### config.mk
export PLATFORM = sky130hd
export DESIGN_NAME = mem_arbiter
export DESIGN_NICKNAME = d
export VERILOG_FILES = /design/src/rtl/mem_arbiter_pkg.sv /design/src/rtl/mem_arbiter_sat_counter.sv /design/src/rtl/mem_arbiter.sv
export SDC_FILE = /design/constraint.sdc
export NUM_CORES = 1
export LEC_CHECK = 0
export ABC_AREA = 1
export BUFFER_PORTS_ARGS = -buffer_cell sky130_fd_sc_hd__buf_2
export CAP_MARGIN = 20
export CORE_AREA = 2 2 345 347
export CTS_CLUSTER_DIAMETER = 60
export DETAILED_ROUTE_END_ITERATION = 7
export DIE_AREA = 0 0 347 349
export GPL_TIMING_DRIVEN = 0
export HOLD_SLACK_MARGIN = 0.06
export MAX_ROUTING_LAYER = met4
export PLACE_DENSITY = 0.3
export SLEW_MARGIN = 20
export SYNTH_ARGS = -nofsm -noshare
export SYNTH_HDL_FRONTEND = slang
export SYNTH_SLANG_ARGS = --single-unit
### constraint.sdc
create_clock -name clk -period 5 [get_ports clk]
set_input_delay 1 -clock clk [delete_from_list [all_inputs] [get_ports clk]]
set_output_delay 1 -clock clk [all_outputs]
set_load 0.01 [all_outputs]
### src/rtl/mem_arbiter_pkg.sv
// Shared types and constants for the two-requester slow-memory arbiter.
package mem_arbiter_pkg;

  localparam int unsigned LINE_W  = 128;
  localparam int unsigned LADDR_W = 28;

  localparam int unsigned PRIO_RR      = 0;
  localparam int unsigned PRIO_FIXED_D = 1;

  localparam logic [1:0] ST_IDLE    = 2'd0;
  localparam logic [1:0] ST_SERVE_I = 2'd1;
  localparam logic [1:0] ST_SERVE_D = 2'd2;

  typedef enum logic [1:0] {
    IDLE    = ST_IDLE,
    SERVE_I = ST_SERVE_I,
    SERVE_D = ST_SERVE_D
  } state_e;

  typedef enum logic {
    OWNER_I = 1'b0,
    OWNER_D = 1'b1
  } owner_e;

  typedef struct packed {
    logic               read;
    logic               write;
    logic [LADDR_W-1:0] addr;
    logic [LINE_W-1:0]  wdata;
  } mem_req_t;

  // Arbitration decision taken in IDLE; ties go to D under fixed priority,
  // otherwise to whichever side did not own the last transaction.
  function automatic state_e pick_winner(input logic   req_i,
                                         input logic   req_d,
                                         input logic   fixed_d,
                                         input owner_e last_owner);
    state_e nxt;
    nxt = IDLE;
    if (req_i && req_d) begin
      if (fixed_d || (last_owner == OWNER_I)) nxt = SERVE_D;
      else                                    nxt = SERVE_I;
    end else if (req_d) begin
      nxt = SERVE_D;
    end else if (req_i) begin
      nxt = SERVE_I;
    end
    return nxt;
  endfunction

endpackage

### src/rtl/mem_arbiter_sat_counter.sv
// Saturating up-counter used for per-side grant statistics.
module mem_arbiter_sat_counter #(
  parameter int unsigned W = 16
) (
  input  logic         clk,
  input  logic         rst_n,
  input  logic         inc,
  output logic [W-1:0] count
);

  logic [W-1:0] count_q;
  logic [W-1:0] count_d;

  // Hold at all-ones instead of wrapping.
  always_comb begin
    count_d = count_q;
    if (inc && (count_q != {W{1'b1}})) begin
      count_d = count_q + W'(1);
    end
  end

  always_ff @(posedge clk or negedge rst_n) begin
    if (!rst_n) count_q <= '0;
    else        count_q <= count_d;
  end

  assign count = count_q;

endmodule

### src/rtl/mem_arbiter.sv
// Shares one slow memory port between the I-cache and D-cache miss interfaces;
// one transaction at a time, with a forced IDLE cycle between transactions.
module mem_arbiter
  import mem_arbiter_pkg::*;
#(
  parameter int unsigned PRIORITY_MODE = PRIO_RR,
  parameter int unsigned CNT_W         = 16
) (
  input  logic               clk,
  input  logic               rst_n,

  input  logic               req_read_I,
  input  logic               req_write_I,
  input  logic [LADDR_W-1:0] req_addr_I,
  input  logic [LINE_W-1:0]  req_wdata_I,
  output logic [LINE_W-1:0]  rdata_I,
  output logic               ready_I,

  input  logic               req_read_D,
  input  logic               req_write_D,
  input  logic [LADDR_W-1:0] req_addr_D,
  input  logic [LINE_W-1:0]  req_wdata_D,
  output logic [LINE_W-1:0]  rdata_D,
  output logic               ready_D,

  output logic               mem_read,
  output logic               mem_write,
  output logic [LADDR_W-1:0] mem_addr,
  output logic [LINE_W-1:0]  mem_wdata,
  input  logic [LINE_W-1:0]  mem_rdata,
  input  logic               mem_ready,

  output logic [CNT_W-1:0]   grant_cnt_I,
  output logic [CNT_W-1:0]   grant_cnt_D
);

  localparam logic FIXED_D = (PRIORITY_MODE == PRIO_FIXED_D);

  state_e   state_q, state_d;
  owner_e   last_owner_q, last_owner_d;
  mem_req_t req_i_c, req_d_c, fwd_c;
  logic     inc_i_c, inc_d_c;

  assign req_i_c = {req_read_I, req_write_I, req_addr_I, req_wdata_I};
  assign req_d_c = {req_read_D, req_write_D, req_addr_D, req_wdata_D};

  always_ff @(posedge clk or negedge rst_n) begin
    if (!rst_n) begin
      state_q      <= IDLE;
      last_owner_q <= OWNER_I;
    end else begin
      state_q      <= state_d;
      last_owner_q <= last_owner_d;
    end
  end

  // The owner's request is forwarded unchanged while it is served; the other
  // side simply keeps holding its request until the next IDLE evaluation.
  always_comb begin
    state_d      = state_q;
    last_owner_d = last_owner_q;
    fwd_c        = '0;
    ready_I      = 1'b0;
    ready_D      = 1'b0;
    inc_i_c      = 1'b0;
    inc_d_c      = 1'b0;
    case (state_q)
      IDLE: begin
        state_d = pick_winner(req_i_c.read | req_i_c.write,
                              req_d_c.read | req_d_c.write,
                              FIXED_D, last_owner_q);
      end
      SERVE_I: begin
        fwd_c   = req_i_c;
        ready_I = mem_ready;
        if (mem_ready) begin
          state_d      = IDLE;
          last_owner_d = OWNER_I;
          inc_i_c      = 1'b1;
        end
      end
      SERVE_D: begin
        fwd_c   = req_d_c;
        ready_D = mem_ready;
        if (mem_ready) begin
          state_d      = IDLE;
          last_owner_d = OWNER_D;
          inc_d_c      = 1'b1;
        end
      end
      default: begin
        state_d = IDLE;
      end
    endcase
  end

  assign mem_read  = fwd_c.read;
  assign mem_write = fwd_c.write;
  assign mem_addr  = fwd_c.addr;
  assign mem_wdata = fwd_c.wdata;

  // Read data is broadcast; each cache qualifies it with its own ready.
  assign rdata_I = mem_rdata;
  assign rdata_D = mem_rdata;

  mem_arbiter_sat_counter #(.W(CNT_W)) u_cnt_i (
    .clk   (clk),
    .rst_n (rst_n),
    .inc   (inc_i_c),
    .count (grant_cnt_I)
  );

  mem_arbiter_sat_counter #(.W(CNT_W)) u_cnt_d (
    .clk   (clk),
    .rst_n (rst_n),
    .inc   (inc_d_c),
    .count (grant_cnt_D)
  );

endmodule
==> results of run 1 <==
-- sequential cells by signal (all words and copies together), names as in the netlist --
register	flops
u_cnt_i.count	16
last_owner_q	1
state_q	2
u_cnt_d.count	16
-- worst paths after layout --
kind | from | end | slack [ps] | cells after the start
worst max-delay path | state_q[0] | mem_wdata[22] | 690 | 8
worst max register to register | state_q[0] | last_owner_q | 2720 | 7
worst min register to register | last_owner_q | last_owner_q | 510 | 2
min in group asynchronous | rst_n | u_cnt_i.count[6] | 860 | 1
max in group asynchronous | rst_n | u_cnt_d.count[11] | 3540 | 1
worst min-delay path | last_owner_q | last_owner_q | 510 | 2
-- layout make-up --
| class | count | area (um2) | share of cell area, % |
|---|---|---|---|
| Clock inverter | 3 | 20.0 | 0.162 |
| Clock buffer | 5 | 125 | 1.01 |
| Antenna cell | 20 | 50.0 | 0.405 |
| Buffer | 311 | 2180 | 17.7 |
| Inverter | 34 | 128 | 1.03 |
| Tap cell | 1536 | 1920 | 15.5 |
| Sequential cell | 35 | 876 | 7.08 |
| Timing Repair Buffer | 768 | 3890 | 31.5 |
| Multi-Input combinational cell | 708 | 3170 | 25.6 |
-- stage by stage --
stage	hold slack [ps]	power, mW	std cells	util, %	setup slack [ps]
floorplan	466	1.96	1088	-	2560
global placement	500	3.96	3390	10.3	98.1
detailed placement	502	4.00	3392	10.4	578
CTS	517	4.35	3400	10.5	252
global route	565	4.56	3418	10.5	310
finish	515	4.17	3420	10.5	688
-- power by group --
group | total (mW) | internal (mW) | leakage [nW] | switching, mW
registers | 0.449 | 0.347 | 0.469 | 0.101
logic | 3.39 | 1.02 | 5.74 | 2.37
clock network | 0.330 | 0.184 | 0.0659 | 0.146
total | 4.17 | 1.55 | 6.28 | 2.62
-- layer usage --
metal  track usage, %  wire, um  part of all wire (%)  vias up
met5                -         0                     0        -
met4            0.958       833                   1.2        0
met3             4.40      7900                    11       53
met2             18.7     33200                    48      586
met1             12.7     27500                    40     4422
li1                 -         -                     -     4745
-- cell usage after synthesis --
cell type	number	area (um2)
nand2_2	13	81.3
ha_1	6	75.1
buf_2	29	145
o21ai_2	9	78.8
o21ai_1	1	5.00
or2_2	1	6.26
nand3_1	16	80.1
buf_6	2	22.5
buf_1	3	11.3
nand2_4	1	11.3
nand2_1	420	1580
nor2_4	2	22.5
o22ai_1	1	6.26
xor2_1	2	17.5
a21oi_1	160	801
nor2_2	10	62.6
buf_4	256	1920
nand4_1	13	81.3
dfrtp_1	35	876
clkinv_1	2	7.51
nor3_1	1	5.00
xnor2_1	8	70.1
inv_1	32	120
o21ai_0	13	65.1
nand3b_1	2	15.0
nor2_1	29	109
clkbuf_1	21	78.8
-- kinds of logic after synthesis --
logic type      Yosys count  share of synthesized area, %
compound gates          184                          15.0
xor+xnor                 10                          1.38
fa+ha+maj                 6                          1.18
buf+inv                 345                          36.3
flops                    35                          13.8
simple gates            508                          32.3
-- worst max-delay path, delay by kind of cell (launching register included) --
family / cells / cell delay (ps)
buffers and inverters: 5 / 1860
adder cells (fa/ha/maj): 1 / 160
flip-flops: 1 / 380
AO/OA/AOI/OAI: 1 / 400
AND/OR/NAND/NOR: 1 / 190
==> metrics.md, run 1 <==
| Metric | Value |
|---|---|
| Cells after Synth | `~1,100` |
| Most common cell after layout, fill and taps aside | `buf_2` |
| Post-DR vias/cell | `2.87` |
| Fin Setup TNS | `0 ps` |
| 1st-pass router iterations | `5` |
| Critical Path, Cell by Cell | `inv_1 > ha_1 > clkbuf_1 > buf_2 > buf_2 > nand2_1 > a21oi_1 > buf_2` |
| Outcome | `finished, final reports clean` |
| # rows | `126` |
| Routability cong. | `0.867` |
| Maximum clock insertion buffer count | `2` |
| Layout cells sized above 1 | `59.1%` |
| Leak | `6.28 nW` |
| Skew-Pair Late Insertion Delay | `300 ps` |
| RSZ-0062 raised after global routing | `false` |
| Die width | `347 um` |
| Final hold violation count | `0` |
| Tcrit/Tclk final | `86.2%` |
| Die area | `121,000 um2` |
| Required @ worst endpoint | `4000 ps` |
| Synthesized flop and latch total | `35` |
| Worst IR Drop VDD | `0.115 mV` |
| Peak Freq | `232 MHz` |
| GRT Total Usage | `11.1%` |
| Starting density of the core | `5.41%` |
| PwrDens | `337 nW/um2` |
| WS Path Type | `reg2out` |
| Nets@finish | `between 2,000 and 2,500` |
| Critical-path top delay cell | `clkbuf_1` |
| Hold-fix buffers, CTS | `0` |
| Die height | `349 um` |
| Buffers on Ports | `766` |
| CP endpoint kind | `primary output` |
| Post-Route WL | `69,400 um` |
| Core Region | `roughly 120,000 um2` |
| Slew Limit Fails | `0` |
| Number of setup buffers added after CTS | `0` |
| Root Buffer Master | `clkbuf_16` |
| Reg clk slew, reported paths | `roughly 60 ps` |
| Io pins | `895` |
| Hold Crit Class | `reg2reg` |
| Routed len/inst | `20.3 um` |
| Cell area after layout | `12,400 um2` |
| Vias in the first global route | `~9,500` |
| Placed Area | `12,200 um2` |
| Netlist cell types | `27` |
| Tmin final | `roughly 4300 ps` |
| Vias | `between 9,000 and 10,000` |
| Overflow after GRT | `0` |
| Measured slew at the worst slew-check pin | `964 ps` |
| CTS Sinks | `35` |
| DRT iter0 DRCs | `558` |
| CP most frequent cell | `buf_2` |
| CTS tree | `yes` |
| Ys Warns | `0` |
| Slew headroom | `35.7%` |
| Synth-to-Final Area Change | `94.6%` |
| Initial antenna violation count | `51` |
| Drc violations | `0` |
| Highest-count cells in the layout ignoring fill and taps | `795 x buf_2, 420 x nand2_1, 256 x buf_4` |
| TritonCTS buffer count | `5` |
| Crit-path max cell delay | `590 ps` |
| Layout Skew | `around 10 ps` |
| Max cap viols | `0` |
| Filler Cell Count | `14,000` |
| Largest net degree at the start of global routing | `36` |
| Post-cts sizing count | `0` |
| Post-synthesis sequential area ratio | `between 10% and 20%` |
| Syn_area_per_cell | `5.84 um2` |
| Dpl hpwl | `63,500 um` |
| First-pass GRT wire length | `just under 90,000 um` |
| CP Data Arrival Time | `between 3000 and 4000 ps` |
| H-tree depth | `2` |
| Synth Cell Area | `6350 um2` |
| CP Launch Type | `register` |
| Final setup fails | `0` |
| Synthesized Nets | `1,541` |
| CP Max Fanout | `10` |
| Antenna-violating nets left | `0` |
Note: power is estimated with default switching activity, not from simulation.
==> inputs of run 2 (changes only) <==
--- a/config.mk
+++ b/config.mk
@@ -5,13 +5,13 @@
 export SDC_FILE = /design/constraint.sdc
 export NUM_CORES = 1
 export LEC_CHECK = 0
-export ABC_AREA = 1
+export ABC_AREA = 0
 export BUFFER_PORTS_ARGS = -buffer_cell sky130_fd_sc_hd__buf_2
 export CAP_MARGIN = 20
-export CORE_AREA = 2 2 345 347
+export CORE_AREA = 2 2 344 346
 export CTS_CLUSTER_DIAMETER = 60
 export DETAILED_ROUTE_END_ITERATION = 7
-export DIE_AREA = 0 0 347 349
+export DIE_AREA = 0 0 346 348
 export GPL_TIMING_DRIVEN = 0
 export HOLD_SLACK_MARGIN = 0.06
 export MAX_ROUTING_LAYER = met4
==> run 2 against run 1 <==
  * Sequential cell count stayed put
  * Via count down 12%
  * Clock power rose by 14%
  * Setup slack worse by 230 ps
  * Cell count decreased by 7.8%
  * Synthesized area decreased by 3.5%
  * Worst hold slack got worse by 16 ps
  * Combinational power decreased by 10%
  * Sequential power down 13%
  * Cell area shrank 1.5%
  * First-iteration DRC count down 50%
  * Sequential share of layout area grew 0.11 points
==> metrics.md, run 2 <==
| Metric | Value |
|---|---|
| Outcome | `finished, final reports clean (unchanged)` |
| Number of synthesized flops with an enable pin | `0 (unchanged)` |
| Leak | `6.05 nW (was 6.28 nW)` |
| CTS Sinks | `35 (unchanged)` |
| Post-Route WL | `56,900 um (was 69,400 um)` |
| WS Path Type | `reg2out (unchanged)` |
| Critical-path top delay cell | `clkbuf_1 (unchanged)` |
| Cells after Synth | `797 (was 1,088)` |
| Met1 Usage GRT | `11.2% (was 12.7%)` |
| CP endpoint kind | `primary output (unchanged)` |
| Vias | `8,617 (was 9,806)` |
| R2r setup slk | `1920 ps (was 2720 ps)` |
| Largest net degree at the start of global routing | `36 (unchanged)` |
| CP most frequent cell | `clkbuf_1 (was buf_2)` |
| PwrDens | `313 nW/um2 (was 337 nW/um2)` |
| Net Sw Frac | `52.7% (was 62.9%)` |
| CP Data Arrival Time | `3550 ps (was 3310 ps)` |
| Fin Setup TNS | `0 ps (unchanged)` |
| Ys Warns | `0 (unchanged)` |
| Worst IR Drop VDD | `0.138 mV (was 0.115 mV)` |
| Die height | `348 um (was 349 um)` |
| CTS tree | `yes (unchanged)` |
| Routability cong. | `0.768 (was 0.867)` |
| Most common cell after layout, fill and taps aside | `buf_2 (unchanged)` |
| Core Region | `117,000 um2 (about the same)` |
| # rows | `126 (unchanged)` |
| Layout Skew | `6.61 ps (was 10.2 ps)` |
| Fin util | `10.4% (was 10.5%)` |
| Dpl hpwl | `52,400 um (was 63,500 um)` |
| Highest-count cells in the layout ignoring fill and taps | `769 x buf_2, 256 x buf_4, 158 x a22oi_1, 158 x nor2b_1, 44 x clkbuf_1 (was 795 x buf_2, 420 x nand2_1, 256 x buf_4)` |
| Netlist cell types | `46 (was 27)` |
| Overflow after GRT | `0 (unchanged)` |
| CP Max Fanout | `12 (was 10)` |
| Final setup fails | `0 (unchanged)` |
| Nets@finish | `2,023 (was 2,316)` |
| Commonest cells in the synthesized netlist | `256 x buf_4, 158 x a22oi_1, 158 x nor2b_1 (was 420 x nand2_1, 256 x buf_4, 160 x a21oi_1)` |
| Syn_area_per_cell | `7.69 um2 (was 5.84 um2)` |
| Top cell type's share of synthesized area | `31.4% (was 30.3%)` |
| RSZ-0062 raised after global routing | `false (unchanged)` |
| Antenna-violating nets left | `0 (unchanged)` |
| Placed cell count | `3,099 (was 3,392)` |
| Min-Delay Endpoint | `u_cnt_i.count[6] (was last_owner_q)` |
| CP Buf/Inv Count | `5 (unchanged)` |
| Synth area leader | `buf_4 (unchanged)` |
| Sequential power share | `10.3% (was 10.8%)` |
| Count leader, synth | `buf_4 (was nand2_1)` |
| Slew Limit Fails | `0 (unchanged)` |
| M3 GR Usage | `3.68% (was 4.40%)` |
| Final Total Pwr | `3.81 mW (was 4.17 mW)` |
| First-pass GRT wire length | `71,800 um (was 87,000 um)` |
| Maximum clock insertion buffer count | `2 (unchanged)` |
| Hold Path Stages | `1 (was 2)` |
| Hold-fix buffers, CTS | `0 (unchanged)` |
| Skew-Pair Late Insertion Delay | `290 ps (was 300 ps)` |
| Primary FF master, synth | `dfrtp_1 (unchanged)` |
| Clock share of power | `9.8% (was 7.9%)` |
| H-tree depth | `2 (unchanged)` |
| Routed len/inst | `18.0 um (was 20.3 um)` |
| Synthesized Nets | `1,250 (was 1,541)` |
| Hold Crit Class | `reg2reg (unchanged)` |
| Area contributors post-synth | `buf_4 31%, a22oi_1 19%, nor2b_1 16% (was buf_4 30%, nand2_1 25%, dfrtp_1 14%)` |
| Peak Freq | `220 MHz (was 232 MHz)` |
| Synth async-reset ratio | `100% (unchanged)` |
| Measured slew at the worst slew-check pin | `1130 ps (was 964 ps)` |
| Switch Pwr | `2.01 mW (was 2.62 mW)` |
| TritonCTS buffer count | `5 (unchanged)` |
| Critical path origin | `state_q[0] (unchanged)` |
| Reg clk slew, reported paths | `60 ps (about the same)` |
| Die area | `120,000 um2 (was 121,000 um2)` |
| Die width | `346 um (was 347 um)` |
| Starting density of the core | `5.24% (was 5.41%)` |
| Final hold violation count | `0 (unchanged)` |
| HP Start | `u_cnt_i.count[6] (was last_owner_q)` |
| Io pins | `895 (unchanged)` |
| Synthesized flop and latch total | `35 (unchanged)` |
| FF-to-FF End | `last_owner_q (unchanged)` |
| Reg2Reg Launch Point | `state_q[0] (unchanged)` |
| Root Buffer Master | `clkbuf_16 (unchanged)` |
| Pint | `1.80 mW (was 1.55 mW)` |
| R2R depth | `7 (unchanged)` |
| Max cap viols | `0 (unchanged)` |
| Critical Path, Cell by Cell | `inv_1 > ha_1 > clkbuf_1 > clkbuf_2 > clkbuf_1 > a22oi_1 > nor2b_1 > buf_2 (was inv_1 > ha_1 > clkbuf_1 > buf_2 > buf_2 > nand2_1 > a21oi_1 > buf_2)` |
| M2 GR Usage | `13.6% (was 18.7%)` |
| Tmin final | `4550 ps (was 4310 ps)` |
| CP Launch Type | `register (unchanged)` |
| Synth Cell Area | `6130 um2 (was 6350 um2)` |
| Logic pwr share | `79.9% (was 81.3%)` |
| Post-synthesis sequential area ratio | `14.3% (was 13.8%)` |
| Top cell family by delay on the critical path | `buffers and inverters (unchanged)` |
| Synth-to-Final Area Change | `98.7% (was 94.6%)` |
| DRT iter0 DRCs | `279 (was 558)` |
| Cell Count, Final, Fillers Out | `3,152 (was 3,420)` |
| Drc violations | `0 (unchanged)` |
| Required @ worst endpoint | `4000 ps (about the same)` |
| Grt peak-use layer | `met2 (unchanged)` |
| Tcrit/Tclk final | `90.9% (was 86.2%)` |
| Post-cts sizing count | `0 (unchanged)` |
| Number of setup buffers added after CTS | `0 (unchanged)` |
| Crit-path max cell delay | `670 ps (was 590 ps)` |
| GRT Total Usage | `9.01% (was 11.1%)` |
| Buffers on Ports | `766 (unchanged)` |
| 1st-pass router iterations | `5 (unchanged)` |
| Layout cells sized above 1 | `67.2% (was 59.1%)` |
| Post-DR vias/cell | `2.73 (was 2.87)` |
| Initial antenna violation count | `49 (was 51)` |
| Vias in the first global route | `8,259 (was 9,529)` |
| Slew headroom | `24.6% (was 35.7%)` |
run 2: changes by cell type after synthesis, sizes merged, moves of 27 or more:
cell    previous run  this run
clkbuf            21        48
a21oi            160         8
nand2            434        16
nor2b              0       158
buf              290       263
a22oi              0       158
nor2              41        12
run 2: cell families after synthesis:
kind of cell	synth area share, %
buffers and inverters	35.2
AND/OR/NAND/NOR	23.1
AO/OA/AOI/OAI	21.8
flip-flops	14.3
XOR/XNOR	3.14
multiplexers	1.16
adder cells (fa/ha/maj)	1.22
run 2: cell type report:
| class | count | area (um2) |
|---|---|---|
| diodes | 45 | 113 |
| plain buffers | 311 | 2140 |
| clock buffers | 6 | 139 |
| clock inverters | 2 | 35.0 |
| fillers | 13800 | 105000 |
| inverters | 7 | 26.3 |
| multi-input cells | 444 | 3100 |
| flip-flops and latches | 35 | 876 |
| well taps | 1536 | 1920 |
| repair buffers | 766 | 3830 |
run 2: worst register-to-register path, cell delays in order (launching register included):
cell and delay (ps):
dfrtp_1 400, inv_1 110, ha_1 150, clkbuf_1 600, clkbuf_1 490, buf_1 650
o21ai_0 460, nand2_1 160
run 2: how the worst max path moves through the flow:
| stage | endpoint | slack (ps) | depth (start not counted) |
|---|---|---|---|
| 2_1_floorplan | mem_wdata[103] | 2340 | 7 |
| 3_3_place_gp | mem_addr[17] | 40 | 8 |
| 3_5_place_dp | mem_addr[17] | 480 | 8 |
| 4_1_cts | mem_addr[17] | 160 | 8 |
| 5_1_grt | mem_addr[17] | 90 | 8 |
| 6_report | mem_addr[17] | 450 | 8 |
run 2: metal layers:
layer	share of wire, %	up-vias
li1	-	4116
met1	43	3868
met2	43	580
met3	12	53
met4	2.2	0
met5	0	-
run 2: metrics by stage:
stage	setup slack, ps	cell area (um2)	hold slack, ps
after detailed placement	475	11900	491
after global routing	90.0	12100	535
after global placement	36.2	11900	492
final	453	12200	499
after floorplan	2340	6130	454
after CTS	156	12100	500
run 2: power by group through the flow:
stage          Combinational, mW  Sequential (mW)  Clock (mW)
5_1_grt                     3.32            0.401       0.404
2_1_floorplan               1.64            0.398           0
3_3_place_gp                3.15            0.400           0
4_1_cts                     3.14            0.393       0.398
6_report                    3.04            0.392       0.375
3_5_place_dp                3.13            0.398           0
==> inputs of run 3 (changes only) <==
--- a/config.mk
+++ b/config.mk
@@ -6,7 +6,7 @@
 export NUM_CORES = 1
 export LEC_CHECK = 0
 export ABC_AREA = 0
-export BUFFER_PORTS_ARGS = -buffer_cell sky130_fd_sc_hd__buf_2
+export BUFFER_PORTS_ARGS = -buffer_cell sky130_fd_sc_hd__buf_4
 export CAP_MARGIN = 20
 export CORE_AREA = 2 2 344 346
 export CTS_CLUSTER_DIAMETER = 60
==> constraint.sdc (replaced) <==
create_clock -name clk -period 5 [get_ports clk]
set_input_delay 0.75 -clock clk [delete_from_list [all_inputs] [get_ports clk]]
set_output_delay 0.75 -clock clk [all_outputs]
set_load 0.01 [all_outputs]
==> run 3 against run 2 <==
  * Setup slack better by 260 ps
  * Utilization is 1.5 points higher
  * Clock skew is 3.4 ps higher
  * Via count is 0.78% lower
  * Die area stayed put
  * Sequential share of layout area is 0.93 points lower
  * Critical path depth stayed put
  * Register-to-register slack better by 180 ps
  * First-iteration DRC count is 1.4% higher
  * Sequential cell count stayed put
  * Total power is 8.9% higher
  * Clock-buffer cell count stayed put
==> metrics.md, run 3 (synthesis gave the netlist of run 2 again) <==
| Metric | Value |
|---|---|
| Die width | `346 um (unchanged)` |
| Layout cells sized above 1 | `67.2% (about the same)` |
| Drc violations | `0 (unchanged)` |
| Cell Count, Final, Fillers Out | `3,120 (was 3,152)` |
| Clock share of power | `7.6% (was 9.8%)` |
| Cell area after layout | `14,000 um2 (was 12,200 um2)` |
| Tcrit/Tclk final | `85.8% (was 90.9%)` |
| First-pass GRT wire length | `75,100 um (was 71,800 um)` |
| Dpl hpwl | `54,200 um (was 52,400 um)` |
| Peak Freq | `233 MHz (was 220 MHz)` |
| Die height | `348 um (unchanged)` |
| PwrDens | `297 nW/um2 (was 313 nW/um2)` |
| Fin util | `12.0% (was 10.4%)` |
| Final setup fails | `0 (unchanged)` |
| Filler Cell Count | `13,700 (was 13,800)` |
| Synth-to-Final Area Change | `128% (was 98.7%)` |
| Io pins | `895 (unchanged)` |
| Sequential power share | `9.6% (was 10.3%)` |
| Final Total Pwr | `4.15 mW (was 3.81 mW)` |
| Maximum clock insertion buffer count | `2 (unchanged)` |
| Reg clk slew, reported paths | `60 ps (about the same)` |
| Placed cell count | `3,099 (unchanged)` |
| Net Sw Frac | `49.9% (was 52.7%)` |
| CP Data Arrival Time | `3540 ps (was 3550 ps)` |
| Post-cts sizing count | `0 (unchanged)` |
| Logic pwr share | `82.8% (was 79.9%)` |
| Outcome | `finished, final reports clean (unchanged)` |
| Hold-fix buffers, CTS | `0 (unchanged)` |
| TritonCTS buffer count | `5 (unchanged)` |
| Nets@finish | `2,024 (was 2,023)` |
| Initial antenna violation count | `40 (was 49)` |
| Leak | `6.53 nW (was 6.05 nW)` |
| CP Launch Type | `register (unchanged)` |
| WS Path Type | `reg2out (unchanged)` |
| Slew headroom | `23.0% (was 24.6%)` |
| Root Buffer Master | `clkbuf_16 (unchanged)` |
| Starting density of the core | `5.24% (unchanged)` |
| Tmin final | `4290 ps (was 4550 ps)` |
| Number of setup buffers added after CTS | `0 (unchanged)` |
| Routability cong. | `0.747 (was 0.768)` |
| Measured slew at the worst slew-check pin | `1150 ps (was 1130 ps)` |
| Required @ worst endpoint | `4250 ps (was 4000 ps)` |
| Antenna-violating nets left | `0 (unchanged)` |
| Skew-Pair Late Insertion Delay | `290 ps (about the same)` |
| H-tree depth | `2 (unchanged)` |
| DRT iter0 DRCs | `283 (was 279)` |
| Largest net degree at the start of global routing | `36 (unchanged)` |
| 1st-pass router iterations | `5 (unchanged)` |
| Core Region | `117,000 um2 (unchanged)` |
| Post-Route WL | `59,400 um (was 56,900 um)` |
| Hold Crit Class | `in2async (was reg2reg)` |
| Die area | `120,000 um2 (unchanged)` |
| Highest-count cells in the layout ignoring fill and taps | `1,022 x buf_4, 158 x a22oi_1, 158 x nor2b_1 (was 769 x buf_2, 256 x buf_4, 158 x a22oi_1, 158 x nor2b_1, 44 x clkbuf_1)` |
| Worst IR Drop VDD | `0.129 mV (was 0.138 mV)` |
| Routed len/inst | `19.0 um (was 18.0 um)` |
| CTS Sinks | `35 (unchanged)` |
| Max cap viols | `0 (unchanged)` |
| Final hold violation count | `0 (unchanged)` |
| Overflow after GRT | `0 (unchanged)` |
| RSZ-0062 raised after global routing | `false (unchanged)` |
| CP Max Fanout | `10 (was 12)` |
| CP endpoint kind | `primary output (unchanged)` |
| Vias | `8,550 (was 8,617)` |
| Placed Area | `13,800 um2 (was 11,900 um2)` |
| # rows | `126 (unchanged)` |
| Layout Skew | `10.0 ps (was 6.61 ps)` |
| CTS tree | `yes (unchanged)` |
| Most common cell after layout, fill and taps aside | `buf_4 (was buf_2)` |
| GRT Total Usage | `9.37% (was 9.01%)` |
| Post-DR vias/cell | `2.74 (was 2.73)` |
| Switch Pwr | `2.07 mW (was 2.01 mW)` |
| Buffers on Ports | `766 (unchanged)` |
| Pint | `2.08 mW (was 1.80 mW)` |
| Fin Setup TNS | `0 ps (unchanged)` |
| Vias in the first global route | `8,562 (was 8,259)` |
| Slew Limit Fails | `0 (unchanged)` |
[run 3: cell type report]
| type | count | area (um2) | share of cell area [%] |
|---|---|---|---|
| antenna | 12 | 30.0 | 0.215 |
| buffer | 311 | 2140 | 15.3 |
| clock buffer | 6 | 129 | 0.921 |
| clock inverter | 2 | 12.5 | 0.0894 |
| inverter | 7 | 26.3 | 0.188 |
| multi-input combinational | 444 | 3100 | 22.1 |
| sequential | 35 | 876 | 6.26 |
| tap | 1536 | 1920 | 13.7 |
| timing repair buffer | 767 | 5760 | 41.2 |
[run 3: metrics by stage]
stage	hold slack (ps)	setup WS [ps]
final	438	711
after global routing	468	269
after CTS	455	365
after detailed placement	496	676
after global placement	485	246
after floorplan	454	2590
[run 3: path summary, 6_finish.rpt]
kind,startpoint,to,slack [ps],cells after the start
worst max-delay path,state_q[0],mem_addr[17],710,8
min in group clk,last_owner_q,last_owner_q,500,2
worst min register to register,last_owner_q,last_owner_q,500,2
max in group asynchronous,rst_n,u_cnt_i.count[0],4200,1
worst max register to register,state_q[0],last_owner_q,2100,7
worst min-delay path,rst_n,u_cnt_d.count[6],440,1
[run 3: per-layer routing]
layer	vias up	part of all wire [%]	GRT usage [%]
li1	4079	-	-
met1	3865	45	12.3
met2	568	45	14.4
met3	38	8.4	2.68
met4	0	1.1	1.38
met5	-	0	-
[run 3: worst max-delay path, cell delays in order, from the launching register on]
cell and delay, ps:
dfrtp_1 400, inv_1 110, ha_1 150, clkbuf_1 550, clkbuf_2 620, clkbuf_1 700, a22oi_1 200, nor2b_1 320
buf_4 210
[run 3: power by group through the flow]
stage	Combinational (mW)	Clock (mW)	Sequential [mW]
3_3_place_gp	3.55	0	0.407
4_1_cts	3.53	0.327	0.402
6_report	3.44	0.314	0.400
3_5_place_dp	3.52	0	0.406
2_1_floorplan	1.64	0	0.398
5_1_grt	3.72	0.337	0.409
